===== config.mk =====
export PLATFORM = sky130hd
export DESIGN_NAME = param_mem_ctrl_flat
export DESIGN_NICKNAME = d
export VERILOG_FILES = /design/src/rtl/param_mem_pkg.sv /design/src/rtl/param_mem_if.sv /design/src/rtl/param_mem_array.sv /design/src/rtl/param_mem_ctrl.sv /design/src/flat_wrapper.sv
export SDC_FILE = /design/constraint.sdc
export NUM_CORES = 1
export LEC_CHECK = 0
export BUFFER_PORTS_ARGS = -buffer_cell sky130_fd_sc_hd__buf_4
export CAP_MARGIN = 5
export CORE_ASPECT_RATIO = 1.2
export CORE_MARGIN = 8
export CORE_UTILIZATION = 45
export CTS_BUF_LIST = sky130_fd_sc_hd__clkbuf_4 sky130_fd_sc_hd__clkbuf_8
export DETAILED_ROUTE_END_ITERATION = 16
export GPL_ROUTABILITY_DRIVEN = 0
export GPL_TIMING_DRIVEN = 0
export HOLD_SLACK_MARGIN = 0.05
export PLACE_DENSITY = 0.67
export SLEW_MARGIN = 5
export SYNTH_ARGS = -nofsm -noshare
export SYNTH_HDL_FRONTEND = slang
export SYNTH_SLANG_ARGS = --single-unit

===== constraint.sdc =====
create_clock -name i_clk -period 2.3 [get_ports i_clk]
set_input_delay 0.23 -clock i_clk [delete_from_list [all_inputs] [get_ports i_clk]]
set_output_delay 0.23 -clock i_clk [all_outputs]
set_load 0.01 [all_outputs]

===== src/rtl/param_mem_pkg.sv =====
// Shared types, opcodes and the parity helper for the parametrised memory controller.
package param_mem_pkg;

    typedef enum logic [1:0] {
        IDLE = 2'd0,
        EXEC = 2'd1,
        RESP = 2'd2
    } mem_state_t;

    localparam logic OP_READ  = 1'b0;
    localparam logic OP_WRITE = 1'b1;

    // Words wider than this are truncated before parity is computed.
    localparam int PAR_MAX_W = 64;

    function automatic logic even_parity(input logic [PAR_MAX_W-1:0] data);
        return ^data;
    endfunction

endpackage


===== src/rtl/param_mem_if.sv =====
// Request/response bus of param_mem_ctrl; o_perr exists only when PARAM_MEM_PARITY_EN is defined.
interface param_mem_if #(
    parameter int DATA_W = 8,
    parameter int DEPTH  = 8
) ();
    localparam int ADDR_W = $clog2(DEPTH);

    logic              i_req;
    logic              i_op;
    logic [ADDR_W-1:0] i_addr;
    logic [DATA_W-1:0] i_wdata;
    logic              o_ready;
    logic              o_ack;
    logic              o_rvalid;
    logic [DATA_W-1:0] o_rdata;
    logic              o_err;
`ifdef PARAM_MEM_PARITY_EN
    logic              o_perr;
`endif

    modport master (
        output i_req, i_op, i_addr, i_wdata,
`ifdef PARAM_MEM_PARITY_EN
        input  o_perr,
`endif
        input  o_ready, o_ack, o_rvalid, o_rdata, o_err
    );

    modport slave (
        input  i_req, i_op, i_addr, i_wdata,
`ifdef PARAM_MEM_PARITY_EN
        output o_perr,
`endif
        output o_ready, o_ack, o_rvalid, o_rdata, o_err
    );

endinterface


===== src/rtl/param_mem_array.sv =====
// Register-based word storage with a registered read port; stores an even-parity bit per word
// when PARAM_MEM_PARITY_EN is defined.
module param_mem_array
    import param_mem_pkg::*;
#(
    parameter int DATA_W = 8,
    parameter int DEPTH  = 8
) (
    input  logic                       i_clk,
    input  logic                       i_rst,
    input  logic                       i_we,
    input  logic                       i_re,
    input  logic [$clog2(DEPTH)-1:0]   i_addr,
    input  logic [DATA_W-1:0]          i_wdata,
`ifdef PARAM_MEM_PARITY_EN
    output logic                       o_perr,
`endif
    output logic [DATA_W-1:0]          o_rdata
);
    localparam int ADDR_W = $clog2(DEPTH);

    logic [DATA_W-1:0] mem_r [DEPTH];
    logic [DATA_W-1:0] rdata_r;
    logic [DATA_W-1:0] rd_word_s;

    // Read mux built as an AND-OR tree so non-power-of-two depths never index past the array.
    always_comb begin
        rd_word_s = {DATA_W{1'b0}};
        for (int i = 0; i < DEPTH; i++) begin
            rd_word_s = rd_word_s | (mem_r[i] & {DATA_W{i_addr == ADDR_W'(i)}});
        end
    end

    // Storage words: cleared on reset, single-word write otherwise.
    always_ff @(posedge i_clk) begin
        if (i_rst) begin
            for (int i = 0; i < DEPTH; i++) begin
                mem_r[i] <= {DATA_W{1'b0}};
            end
        end else if (i_we) begin
            for (int i = 0; i < DEPTH; i++) begin
                if (i_addr == ADDR_W'(i)) begin
                    mem_r[i] <= i_wdata;
                end
            end
        end
    end

    // Registered read port; holds its value between reads.
    always_ff @(posedge i_clk) begin
        if (i_rst) begin
            rdata_r <= {DATA_W{1'b0}};
        end else if (i_re) begin
            rdata_r <= rd_word_s;
        end
    end

    assign o_rdata = rdata_r;

`ifdef PARAM_MEM_PARITY_EN
    logic par_r [DEPTH];
    logic rd_par_s;
    logic perr_r;

    // Stored parity bit of the addressed word.
    always_comb begin
        rd_par_s = 1'b0;
        for (int i = 0; i < DEPTH; i++) begin
            rd_par_s = rd_par_s | (par_r[i] & (i_addr == ADDR_W'(i)));
        end
    end

    // Parity storage written alongside the data word.
    always_ff @(posedge i_clk) begin
        if (i_rst) begin
            for (int i = 0; i < DEPTH; i++) begin
                par_r[i] <= 1'b0;
            end
        end else if (i_we) begin
            for (int i = 0; i < DEPTH; i++) begin
                if (i_addr == ADDR_W'(i)) begin
                    par_r[i] <= even_parity(PAR_MAX_W'(i_wdata));
                end
            end
        end
    end

    // Mismatch flag is a one-cycle pulse aligned with the loaded read data.
    always_ff @(posedge i_clk) begin
        if (i_rst) begin
            perr_r <= 1'b0;
        end else begin
            perr_r <= i_re & (even_parity(PAR_MAX_W'(rd_word_s)) != rd_par_s);
        end
    end

    assign o_perr = perr_r;
`endif

endmodule


===== src/rtl/param_mem_ctrl.sv =====
// Req/ack sequenced controller for a DEPTH x DATA_W register memory with range checking.
// Optional per-word parity checking is enabled by defining PARAM_MEM_PARITY_EN.
module param_mem_ctrl
    import param_mem_pkg::*;
#(
    parameter int DATA_W = 8,
    parameter int DEPTH  = 8
) (
    input  logic        i_clk,
    input  logic        i_rst,
    param_mem_if.slave  bus
);
    localparam int ADDR_W = $clog2(DEPTH);
    // One extra bit so DEPTH == 2**ADDR_W is representable in the compare.
    localparam logic [ADDR_W:0] DEPTH_L = (ADDR_W + 1)'(DEPTH);

    mem_state_t        state_r;
    mem_state_t        next_state_s;
    logic              op_r;
    logic [ADDR_W-1:0] addr_r;
    logic [DATA_W-1:0] wdata_r;
    logic              in_range_s;
    logic              exec_s;
    logic              we_s;
    logic              re_s;
    logic              ready_r;
    logic              ack_r;
    logic              rvalid_r;
    logic              err_r;
    logic [DATA_W-1:0] rdata_s;

    assign in_range_s = ({1'b0, addr_r} < DEPTH_L);

    // Next-state and array strobes.
    always_comb begin
        next_state_s = state_r;
        exec_s       = 1'b0;
        we_s         = 1'b0;
        re_s         = 1'b0;
        case (state_r)
            IDLE: begin
                if (bus.i_req) begin
                    next_state_s = EXEC;
                end else begin
                    next_state_s = IDLE;
                end
            end
            EXEC: begin
                exec_s       = 1'b1;
                next_state_s = RESP;
                if (in_range_s) begin
                    we_s = (op_r == OP_WRITE);
                    re_s = (op_r == OP_READ);
                end else begin
                    we_s = 1'b0;
                    re_s = 1'b0;
                end
            end
            RESP: begin
                next_state_s = IDLE;
            end
            default: begin
                next_state_s = IDLE;
            end
        endcase
    end

    // State register.
    always_ff @(posedge i_clk) begin
        if (i_rst) begin
            state_r <= IDLE;
        end else begin
            state_r <= next_state_s;
        end
    end

    // Request latches; later changes on the bus are ignored until the next acceptance.
    always_ff @(posedge i_clk) begin
        if (i_rst) begin
            op_r    <= OP_READ;
            addr_r  <= {ADDR_W{1'b0}};
            wdata_r <= {DATA_W{1'b0}};
        end else if ((state_r == IDLE) && bus.i_req) begin
            op_r    <= bus.i_op;
            addr_r  <= bus.i_addr;
            wdata_r <= bus.i_wdata;
        end
    end

    // Response flags are registered at the EXEC->RESP edge, so they pulse for RESP only.
    always_ff @(posedge i_clk) begin
        if (i_rst) begin
            ready_r  <= 1'b1;
            ack_r    <= 1'b0;
            rvalid_r <= 1'b0;
            err_r    <= 1'b0;
        end else begin
            ready_r  <= (next_state_s == IDLE);
            ack_r    <= exec_s;
            rvalid_r <= re_s;
            err_r    <= exec_s & ~in_range_s;
        end
    end

    param_mem_array #(
        .DATA_W (DATA_W),
        .DEPTH  (DEPTH)
    ) u_array (
        .i_clk   (i_clk),
        .i_rst   (i_rst),
        .i_we    (we_s),
        .i_re    (re_s),
        .i_addr  (addr_r),
        .i_wdata (wdata_r),
`ifdef PARAM_MEM_PARITY_EN
        .o_perr  (bus.o_perr),
`endif
        .o_rdata (rdata_s)
    );

    assign bus.o_ready  = ready_r;
    assign bus.o_ack    = ack_r;
    assign bus.o_rvalid = rvalid_r;
    assign bus.o_rdata  = rdata_s;
`ifdef PARAM_MEM_PARITY_EN
    assign bus.o_err    = err_r | bus.o_perr;
`else
    assign bus.o_err    = err_r;
`endif

endmodule


===== src/flat_wrapper.sv =====
// flat-port wrapper written by rule: the top's interface ports become plain ports
module param_mem_ctrl_flat import param_mem_pkg::*;
#(
    parameter int DATA_W = 8,
    parameter int DEPTH  = 8
)
  (i_clk, i_rst, bus_i_req, bus_i_op, bus_i_addr, bus_i_wdata, bus_o_ready, bus_o_ack, bus_o_rvalid, bus_o_rdata, bus_o_err);
  param_mem_if #(.DATA_W(DATA_W), .DEPTH(DEPTH)) bus_i ();
  input  logic i_clk;
  input  logic i_rst;
  input wire logic [$bits(bus_i.i_req)-1:0] bus_i_req;
  input wire logic [$bits(bus_i.i_op)-1:0] bus_i_op;
  input wire logic [$bits(bus_i.i_addr)-1:0] bus_i_addr;
  input wire logic [$bits(bus_i.i_wdata)-1:0] bus_i_wdata;
  output wire logic [$bits(bus_i.o_ready)-1:0] bus_o_ready;
  output wire logic [$bits(bus_i.o_ack)-1:0] bus_o_ack;
  output wire logic [$bits(bus_i.o_rvalid)-1:0] bus_o_rvalid;
  output wire logic [$bits(bus_i.o_rdata)-1:0] bus_o_rdata;
  output wire logic [$bits(bus_i.o_err)-1:0] bus_o_err;
  assign bus_i.i_req = bus_i_req;
  assign bus_i.i_op = bus_i_op;
  assign bus_i.i_addr = bus_i_addr;
  assign bus_i.i_wdata = bus_i_wdata;
  assign bus_o_ready = bus_i.o_ready;
  assign bus_o_ack = bus_i.o_ack;
  assign bus_o_rvalid = bus_i.o_rvalid;
  assign bus_o_rdata = bus_i.o_rdata;
  assign bus_o_err = bus_i.o_err;
  param_mem_ctrl #(.DATA_W(DATA_W), .DEPTH(DEPTH)) u_core (.i_clk(i_clk), .i_rst(i_rst), .bus(bus_i));
endmodule

==> results.md, run 1 <==
- Area Overhead vs Synth: 14.3%
- Inst Count DP: 423
- YS warnings: 0
- Leakage power: 1.58 nW
- Hold crit path type: primary input to flip-flop
- Pins over their slew limit: 0
- CORE AREA: 8020 um^2
- Status: finished clean
- Slew at the pin closest to its max-slew limit: 918 ps
- Total vias in the final route: 2495
- Layout cells sized above 1: 0.189
- Final setup skew: 11.1 ps
- Unrepaired setup endpoints after global routing: no
- Clk sinks: 88
- Final Setup Violations: 0
- Die height: 115 um
- Startpoint types: flip-flop
- CTS buffer count: 9
- Design area: 4180 um^2
- Via count of the first global-routing pass: 2479
- Max IR drop VDD: 0.000432 V
- Largest net degree at the start of global routing: 15
- Overflow after GRT: 0
- Drt via density: 5.68
- I/O Buffers: 24
- Max-capacitance violation count: 0
- Root Buffer: clkbuf_8
- # rows: 36
- Crit-path max FO: 10
- CTS tree: yes
- CP peak stage delay: 460 ps
- Synth cell types: 38
- Avg Synthesized Cell Area: 12.1 um^2
- CTS Buffer Depth: 2
- Die W: 98.2 um
- Final WL: 8300 um
- First-pass GRT wire length: 13300 um
- Initial DRT Pass Iterations: 4
- Antenna Nets Post-Route: 0
- Final non-filler cell total: 439
- FMAX: 469 MHz
- Critical setup path kind: flip-flop to flip-flop
- Drc violations: 0
- Initial DRC Count: 362
- Crit path cell chain: buf_6 -> clkbuf_1 -> nand3_1 -> nand2_1
- Placed Area: 3960 um^2
- CP arrival: 2150 ps
- P per Cell Area: 787 nW/um^2
- #FFs+latches synth: 88
- Starting Density: 0.456
- Initial antenna violation count: 0
- Crit. End Element: flip-flop
- Worst-skew pair later-pin latency: 360 ps
- Final-report hold violation count: 0
- Final min period: 2130 ps
- Sequential area share after synthesis: 0.658
- CP Data Required Time: 2320 ps
- Max_slew headroom: 0.384
- Nets: 354
- Ports: 27
- H-tree Lvls: 3
- Post-Syn Area: 3650 um^2
- GRT Overall Usage: 0.156
- WL/cell: 18.9 um
- Number of antenna diodes: 0
- Worst-path clk slew: 80 ps
- Mapped Cells: 303
- Die area: 11300 um^2
- Post-detail-place hpwl: 5930 um
- Tcrit/Tclk final: 0.926
- Syn Nets: 318
- Crit path max-delay cell type: nand2_1
-- cells in the final DEF (no fill, tap or decap), types with 3 or more instances in the layout --
cell type   n
edfxtp_1   64
nor2_1     57
buf_4      30
nand2_1    24
dfxtp_1    24
mux2i_1    18
a21oi_1    13
o21ai_0    11
inv_1      10
nand3_1    10
clkbuf_8    9
buf_2       8
o22a_1      8
o211ai_1    6
a31oi_1     5
nand2b_1    4
a22oi_1     4
nor2b_1     3
mux2_2      3
nand3b_1    3
clkbuf_4    3
-- worst max-delay path, delay by kind of cell, from the launching register on --
| family | cells | cell delay (ps) |
|---|---|---|
| and+or+nand+nor | 2 | 890 |
| buffers and inverters | 2 | 550 |
| DFF | 1 | 340 |
-- cell families after synthesis --
kind of cell,after synthesis,share of synthesized area
other,1,0.00103
and+or+nand+nor,109,0.133
AOI/OAI and AO/OA,56,0.106
buffers and inverters,27,0.0397
DFF,88,0.658
muxes,22,0.0627
-- path summary, 6_finish.rpt --
kind / slack (ps) / startpoint / depth (start not counted) / endpoint
setup / recovery: 170 / u_core.addr_r[0] / 4 / u_core.u_array.mem_r[0][25]
hold / removal: 90 / bus_i_wdata[5] / 2 / u_core.wdata_r[5]
setup reg to reg: 170 / u_core.addr_r[0] / 4 / u_core.u_array.mem_r[0][25]
hold reg to reg: 540 / u_core.u_array.o_rdata[4] / 2 / u_core.u_array.o_rdata[4]
-- cell type report --
class                           count  area (um^2)
Buffer                             17          108
Clock buffer                       12          146
Clock inverter                      4         70.1
Fill cell                         705         3840
Inverter                           10         37.5
Multi-Input combinational cell    188         1100
Sequential cell                    88         2400
Tap cell                           95          119
Timing Repair Buffer               25          188
-- cell usage after synthesis --
cell type,n,area (um^2)
edfxtp_1,64,1920
nor2_1,57,214
dfxtp_1,24,480
nand2_1,24,90.1
mux2i_1,18,180
a21oi_1,13,65.1
o21ai_0,12,60.1
inv_1,10,37.5
nand3_1,10,50.1
buf_2,8,40.0
o22a_1,8,70.1
o211ai_1,6,45.0
a31oi_1,5,31.3
buf_4,5,37.5
a22oi_1,4,30.0
nand2b_1,4,25.0
mux2_2,3,33.8
nand3b_1,3,22.5
nor2b_1,3,18.8
a221oi_1,2,17.5
buf_6,2,22.5
clkbuf_1,2,7.51
a221o_1,1,10.0
a221oi_2,1,15.0
a2bb2o_1,1,10.0
and2_1,1,6.26
and2b_1,1,7.51
conb_1,1,3.75
mux2_4,1,15.0
nand4_1,1,6.26
nand4_2,1,12.5
nand4b_1,1,8.76
nor2_2,1,6.26
nor3_1,1,5.00
nor3b_2,1,12.5
o221a_1,1,11.3
o221a_2,1,11.3
o32a_1,1,10.0
-- report_power, final --
group          internal, W  switching, W
registers          0.00178     0.0000254
clock network     0.000645      0.000525
logic             0.000118      0.000191
-- layer usage --
| layer | global-route usage | share of wire |
|---|---|---|
| met3 | 0.0414 | 0.059 |
| met4 | 0.0646 | 0.020 |
| met2 | 0.256 | 0.49 |
| met1 | 0.191 | 0.43 |
| met5 | 0 | 0 |
-- repair_timing --
item	CTS	global route
endpoints found under the setup margin	8	0
setup buffers	0	0
gates resized for setup	1	0
endpoints found under the hold margin	0	0
hold buffers	0	0
-- state kept, by name, indices dropped and copies added (netlist names) --
| name | count |
|---|---|
| u_core.u_array.mem_r | 64 |
| u_core.u_array.o_rdata | 8 |
| u_core.wdata_r | 8 |
| u_core.addr_r | 3 |
| u_core.bus.o_ack | 1 |
| u_core.bus.o_ready | 1 |
| u_core.bus.o_rvalid | 1 |
| u_core.op_r | 1 |
| u_core.state_r | 1 |
-- per-stage QoR --
stage | worst slack, ps | power (W) | TNS (ps) | util | hold slack (ps)
4_1_cts | 167 | 0.00330 | 0 | 0.521 | 80.1
3_3_place_gp | -61.4 | 0.00214 | -882 | 0.493 | 457
5_1_grt | 6.69 | 0.00339 | 0 | 0.521 | 77.6
2_1_floorplan | 535 | 0.00203 | 0 | - | 371
3_5_place_dp | -177 | 0.00215 | -1420 | 0.494 | 460
6_report | 169 | 0.00328 | 0 | 0.521 | 89.1
(Power assumes the default switching activity.)
==> run 2, diff against run 1 <==
--- a/config.mk
+++ b/config.mk
@@ -5,6 +5,7 @@
 export SDC_FILE = /design/constraint.sdc
 export NUM_CORES = 1
 export LEC_CHECK = 0
+export ABC_AREA = 1
 export BUFFER_PORTS_ARGS = -buffer_cell sky130_fd_sc_hd__buf_4
 export CAP_MARGIN = 5
 export CORE_ASPECT_RATIO = 1.2
@@ -20,3 +21,4 @@
 export SYNTH_ARGS = -nofsm -noshare
 export SYNTH_HDL_FRONTEND = slang
 export SYNTH_SLANG_ARGS = --single-unit
+export TNS_END_PERCENT = 5
==> run 2 against run 1 <==
Against the previous run: register-to-register slack got worse by 20 ps; clock skew grew 1.4 ps; critical path depth unchanged; clock-buffer cell count did not move; fmax down 1.1%; highest routed layer unchanged.
==> results.md, run 2 <==
- GRT Overall Usage: 0.171 (+0.0147)
- Max reg flops: 64 (unchanged)
- Syn Nets: 420 (+32%)
- Number of antenna diodes: 0 (unchanged)
- Cell taking the most area after synthesis: edfxtp_1
- Max-capacitance violation count: 0 (unchanged)
- Nets: 456 (+29%)
- Pins over their slew limit: 0 (unchanged)
- Die W: 101 um (+2.8%)
- #FFs+latches synth: 88 (unchanged)
- Max IR drop VDD: 0.000266 V (-38%)
- CP peak stage delay: 920 ps (+460 ps)
- Crit path max-delay cell type: o21ai_0
- Drt via density: 5.31 (-6.6%)
- Crit path cell chain: inv_1 -> nor2_4 -> inv_1 -> o21ai_0
- Final core occ: 0.517 (-0.00416)
- Hold path depth: 3 (+1)
- CTS buffer count: 9 (unchanged)
- Leakage power: 1.86 nW (+18%)
- Area Overhead vs Synth: 12.9%
- CORE AREA: 8520 um^2 (+6.2%)
- # Post-CTS Setup Buffers: 0 (unchanged)
- FMAX: 464 MHz (-1.1%)
- Total vias in the final route: 2988 (+20%)
- Most common cell after layout, fill and taps aside: nor2_1
- Prevailing post-synth register cell: edfxtp_1
- RR Endpoint: u_core.u_array.mem_r[0][50]
- Sequential area share after synthesis: 0.616 (-0.0416)
- Final WL: 9800 um (+18%)
- Top cells by count, synth: 88 x nor2_1, 64 x edfxtp_1, 57 x inv_1
- Post-CTS Hold Buffers: 0 (unchanged)
- Drc violations: 0 (unchanged)
- Layout cells sized above 1: 0.161 (-0.0275)
- Worst r2r src: u_core.op_r
- Min-delay src: bus_i_wdata[1]
- Initial DRC Count: 219 (-40%)
- Largest delay contributor family on the critical path: compound AO/OA/AOI/OAI gates
- Post-detail-place hpwl: 6840 um (+15%)
- P per Cell Area: 719 nW/um^2 (-8.7%)
- Hold crit path type: primary input to flip-flop
- First-pass GRT wire length: 15000 um (+13%)
- Tcrit/Tclk final: 0.936 (+0.0101)
- Post-Syn Area: 3900 um^2 (+6.7%)
- Number of synthesized flops with an enable pin: 64 (unchanged)
- Worst-skew pair later-pin latency: 370 ps (about the same)
- Crit-path max FO: 8 (-2)
- Unrepaired setup endpoints after global routing: no
- Share of the synthesized area in the top cell type: 0.493 (-0.0333)
- Largest net degree at the start of global routing: 14 (-1)
- Critical setup path kind: flip-flop to flip-flop
- Synth cell types: 23 (-39%)
- Overflow after GRT: 0 (unchanged)
- Antenna Nets Post-Route: 0 (unchanged)
- Via count of the first global-routing pass: 2809 (+13%)
- Status: finished clean
- Design area: 4400 um^2 (+5.4%)
- WHS: 79.6 ps (-9.55 ps)
- CTS Buffer Depth: 2 (unchanged)
- Inst Count DP: 547 (+29%)
- Clk sinks: 88 (unchanged)
- Startpoint types: flip-flop
- Most frequent cells in the layout: 88 x nor2_1, 64 x edfxtp_1, 57 x inv_1, 42 x nand2_1, 33 x nand4_1
- Final setup skew: 12.5 ps (+1.39 ps)
- Mapped Cells: 405 (+34%)
- Initial DRT Pass Iterations: 5 (+1)
- YS warnings: 0 (unchanged)
- Most used cell along the critical path: inv_1
- Placed Area: 4230 um^2 (+6.9%)
- CP Data Required Time: 2280 ps (-40 ps)
- Root Buffer: clkbuf_8
- Count leader, synth: nor2_1
- Initial antenna violation count: 0 (unchanged)
- Final Setup Violations: 0 (unchanged)
- Flop2flop setup slack: 150 ps (-20 ps)
- Ports: 27 (unchanged)
- Starting Density: 0.458 (+0.00217)
- Final-report hold violation count: 0 (unchanged)
- CP arrival: 2140 ps (about the same)
- # rows: 37 (+2.8%)
- Post-synth ARST share: 0 (unchanged)
- CTS tree: yes
- Crit. End Element: flip-flop
- Max_slew headroom: 0.213 (-0.171)
- H-tree Lvls: 3 (unchanged)
- Largest cells by area after synthesis: edfxtp_1 49%, dfxtp_1 12%, nor2_1 8.5%, inv_1 5.5%, nand4_1 5.3%
- Worst reg2reg path depth: 4 (unchanged)
- Worst Hold Path EP: u_core.wdata_r[1]
- WL/cell: 17.4 um (-7.9%)
- WP buf/inv: 2 (unchanged)
- Slew at the pin closest to its max-slew limit: 1170 ps (+251 ps)
- I/O Buffers: 25 (+4.2%)
- Avg Synthesized Cell Area: 9.63 um^2 (-20%)
- Final min period: 2150 ps (+23.2 ps)
- Die area: 11900 um^2 (+5.7%)
- Worst-path clk slew: 90 ps (about the same)
- Final non-filler cell total: 563 (+28%)
- Die height: 118 um (+2.9%)
- Register with the most flip-flops: u_core.u_array.mem_r
## run 2: cell count changes after synthesis, moves of 8 or more
cell	before	now
inv_1	10	57
nand4_1	1	33
nor2_1	57	88
nand3_1	10	30
mux2i_1	18	0
nand2_1	24	42
a21oi_1	13	5
o22a_1	8	0
o22ai_1	0	8
## run 2: timing repair
action	CTS	global route
hold endpoints to repair	0	0
resized for setup	0	1
endpoints found under the setup margin	0	8
## run 2: cells by family (layout without fill, tap and decap cells)
logic type,after synthesis,in the layout,synth area share
flops,88,88,0.616
buf+inv,82,123,0.0950
other cells,1,1,0.000962
simple gates,203,203,0.242
compound gates,31,31,0.0462
## run 2: where the power goes
group / internal, W / switching, W / total [W]
logic: 0.000121 / 0.000270 / 0.000390
registers: 0.00178 / 0.0000306 / 0.00181
clock network: 0.000422 / 0.000535 / 0.000957
## run 2: metal layers
metal,wire (um),vias to the layer above,track usage
li1,-,1426,-
met1,3700,1402,0.193
met2,4910,130,0.278
met3,705,30,0.0426
met4,489,0,0.112
met5,0,-,0
## run 2: cell type report
type | instances | area [um^2]
Multi-Input combinational cell | 235 | 1130
Fill cell | 811 | 4120
Tap cell | 117 | 146
Inverter | 61 | 229
Buffer | 21 | 141
Clock buffer | 12 | 146
Clock inverter | 4 | 21.3
Sequential cell | 88 | 2400
Timing Repair Buffer | 25 | 188
## run 2: worst max-delay path by stage
stage,from,depth (start not counted),end,slack (ps)
4_1_cts,u_core.addr_r[2],5,u_core.u_array.mem_r[0][6],80
6_report,u_core.op_r,4,u_core.u_array.mem_r[0][50],150
5_1_grt,u_core.op_r,4,u_core.u_array.mem_r[0][48],6
3_3_place_gp,u_core.bus.o_ack,5,u_core.u_array.mem_r[0][58],-20
3_5_place_dp,u_core.addr_r[2],5,u_core.u_array.mem_r[0][6],110
2_1_floorplan,u_core.addr_r[2],5,u_core.u_array.mem_r[0][0],510
## run 2: through the flow
stage | worst slack (ps) | TNS [ps] | power [W]
after CTS | 84.9 | 0 | 0.00316
after global placement | -17.5 | -137 | 0.00222
after global routing | 6.00 | 0 | 0.00327
final | 146 | 0 | 0.00316
after detailed placement | 110 | 0 | 0.00223
after floorplan | 506 | 0 | 0.00209
## run 2: worst register-to-register path, delay by kind of cell (launching register included)
family	cells	cell delay, ps
simple gates	1	250
buf+inv	2	230
flops	1	360
compound gates	1	920
==> run 3, diff against run 2 <==
--- a/config.mk
+++ b/config.mk
@@ -12,6 +12,7 @@
 export CORE_MARGIN = 8
 export CORE_UTILIZATION = 45
 export CTS_BUF_LIST = sky130_fd_sc_hd__clkbuf_4 sky130_fd_sc_hd__clkbuf_8
+export CTS_CLUSTER_SIZE = 30
 export DETAILED_ROUTE_END_ITERATION = 16
 export GPL_ROUTABILITY_DRIVEN = 0
 export GPL_TIMING_DRIVEN = 0
==> constraint.sdc (replaced) <==
create_clock -name i_clk -period 2.4 [get_ports i_clk]
set_input_delay 0.24 -clock i_clk [delete_from_list [all_inputs] [get_ports i_clk]]
set_output_delay 0.24 -clock i_clk [all_outputs]
set_load 0.01 [all_outputs]
==> run 3 against run 2 <==
Against the previous run: routed wire length hardly changed; register-to-register slack improved by 50 ps; cell count did not move; flip-flop and latch count unchanged; cell area did not move; first-iteration DRC count rose by 0.46%; worst hold slack better by 7.1 ps; combinational power fell by 4%; critical path type unchanged.
==> results.md, run 3 (same netlist as run 2, synthesis figures left out) <==
- Status: finished clean
- Pins over their slew limit: 0 (unchanged)
- Max_slew headroom: 0.200 (-0.0130)
- Crit-path max FO: 10 (+2)
- Ports: 27 (unchanged)
- RR Endpoint: u_core.u_array.mem_r[0][6]
- Largest delay contributor family on the critical path: compound AO/OA/AOI/OAI gates
- Flop2flop setup slack: 200 ps (+50 ps)
- DR top layer: met4
- Worst reg2reg path depth: 5 (+1)
- Critical setup path kind: flip-flop to flip-flop
- Resized Gates After CTS: 0 (unchanged)
- Final WL: 9800 um (about the same)
- CP Data Required Time: 2390 ps (+110 ps)
- Die area: 11900 um^2 (unchanged)
- CORE AREA: 8520 um^2 (unchanged)
- CTS Buffer Depth: 2 (unchanged)
- Crit path cell chain: buf_4 -> inv_2 -> buf_2 -> nand2_1 -> o21ai_0
- Routed length on met3: 671 um (-4.8%)
- Most common cell after layout, fill and taps aside: nor2_1
- Root Buffer: clkbuf_8
- Drc violations: 0 (unchanged)
- Tcrit/Tclk final: 0.919 (-0.0178)
- Crit path max-delay cell type: o21ai_0
- CP peak stage delay: 870 ps (-50 ps)
- Nets: 456 (unchanged)
- Initial antenna violation count: 0 (unchanged)
- Die height: 118 um (unchanged)
- CP arrival: 2190 ps (+50 ps)
- Final min period: 2200 ps (+51.0 ps)
- FMAX: 454 MHz (-2.3%)
- Leakage power: 1.86 nW (about the same)
- Final Setup Violations: 0 (unchanged)
- # Post-CTS Setup Buffers: 0 (unchanged)
- Met1 WL: 3750 um (+1.4%)
- Number of fill cells: 811 (unchanged)
- Largest net degree at the start of global routing: 14 (unchanged)
- CP Depth: 5 (+1)
- Final setup TNS: 0 ps (unchanged)
- Drt via density: 5.30 (-0.17%)
- Max-capacitance violation count: 0 (unchanged)
- Slew at the pin closest to its max-slew limit: 1190 ps (+19.2 ps)
- Clk sinks: 88 (unchanged)
- Antenna Nets Post-Route: 0 (unchanged)
- Via count of the first global-routing pass: 2809 (unchanged)
- CTS buffer count: 9 (unchanged)
- Pre-CTS WS: 210 ps (+100 ps)
- P per Cell Area: 689 nW/um^2 (-4.1%)
- Post-detail-place hpwl: 6840 um (unchanged)
- Minimum setup slack in the final design: 195 ps (+49.0 ps)
- Register with the most flip-flops: u_core.u_array.mem_r
- Post-CTS Hold Buffers: 0 (unchanged)
- Initial DRC Count: 220 (+0.46%)
- Worst-skew pair later-pin latency: 370 ps (about the same)
- Hold crit path type: primary input to flip-flop
- Final core occ: 0.517 (unchanged)
- H-tree Lvls: 3 (unchanged)
- Critical path origin: u_core.addr_r[2]
- Number of antenna diodes: 0 (unchanged)
- First-pass GRT wire length: 15000 um (unchanged)
- Max reg flops: 64 (unchanged)
- Met2 routed WL: 4910 um (about the same)
- Worst-path clk slew: 90 ps (about the same)
- Crit. End Element: flip-flop
- Startpoint types: flip-flop
- Starting Density: 0.458 (unchanged)
- I/O Buffers: 25 (unchanged)
- Overflow after GRT: 0 (unchanged)
- Die W: 101 um (unchanged)
- Worst r2r src: u_core.addr_r[2]
- Most frequent cells in the layout: 88 x nor2_1, 64 x edfxtp_1, 57 x inv_1, 42 x nand2_1, 33 x nand4_1
- # rows: 37 (unchanged)
- Worst setup path end: u_core.u_array.mem_r[0][6]
- Max IR drop VDD: 0.000255 V (-4.2%)
- Final-report hold violation count: 0 (unchanged)
- GRT Overall Usage: 0.171 (unchanged)
- Area Overhead vs Synth: 12.9% (unchanged)
- Total vias in the final route: 2983 (-0.17%)
- Layout cells sized above 1: 0.161 (unchanged)
- Final setup skew: 13.5 ps (+1.02 ps)
- Initial DRT Pass Iterations: 5 (unchanged)
- CTS tree: yes
- Unrepaired setup endpoints after global routing: no
- WP buf/inv: 3 (+1)
- WL/cell: 17.4 um (about the same)
## run 3: area by class of cell
class | count | area (um^2) | area share
Timing Repair Buffer | 25 | 188 | 0.0426
Buffer | 21 | 141 | 0.0321
Multi-Input combinational cell | 235 | 1130 | 0.256
Sequential cell | 88 | 2400 | 0.546
Inverter | 61 | 229 | 0.0520
Clock buffer | 12 | 146 | 0.0333
Tap cell | 117 | 146 | 0.0333
Clock inverter | 4 | 21.3 | 0.00483
## run 3: metal layers
metal	vias to the layer above	track usage
met5	-	0
met4	0	0.112
met3	31	0.0426
met2	129	0.278
met1	1397	0.193
li1	1426	-
## run 3: report_power, final
part	switching (W)	internal [W]
combinational	0.000258	0.000116
clock	0.000513	0.000405
sequential	0.0000292	0.00171
## run 3: worst min path at each step
stage	slack, ps	startpoint	end	cells past startpoint
after detailed placement	470	bus_i_wdata[2]	u_core.wdata_r[2]	3
after global routing	90	bus_i_wdata[1]	u_core.wdata_r[1]	3
after CTS	80	bus_i_wdata[7]	u_core.wdata_r[7]	3
final	90	bus_i_wdata[1]	u_core.wdata_r[1]	3
after global placement	460	bus_i_wdata[7]	u_core.wdata_r[7]	3
after floorplan	360	i_rst	u_core.state_r[0]	1
## run 3: through the flow
step	hold WS, ps	std cells	power [W]	cell area, um^2
after global routing	85.3	563	0.00313	4400
after CTS	82.1	563	0.00302	4400
after global placement	459	547	0.00213	4230
after floorplan	360	405	0.00200	3900
final	86.6	563	0.00303	4400
after detailed placement	467	547	0.00214	4230
## run 3: tightest hold or removal path: cells and delay by family
family                 cells  cell delay, ps
AO/OA/AOI/OAI              1              70
buffers and inverters      2             120
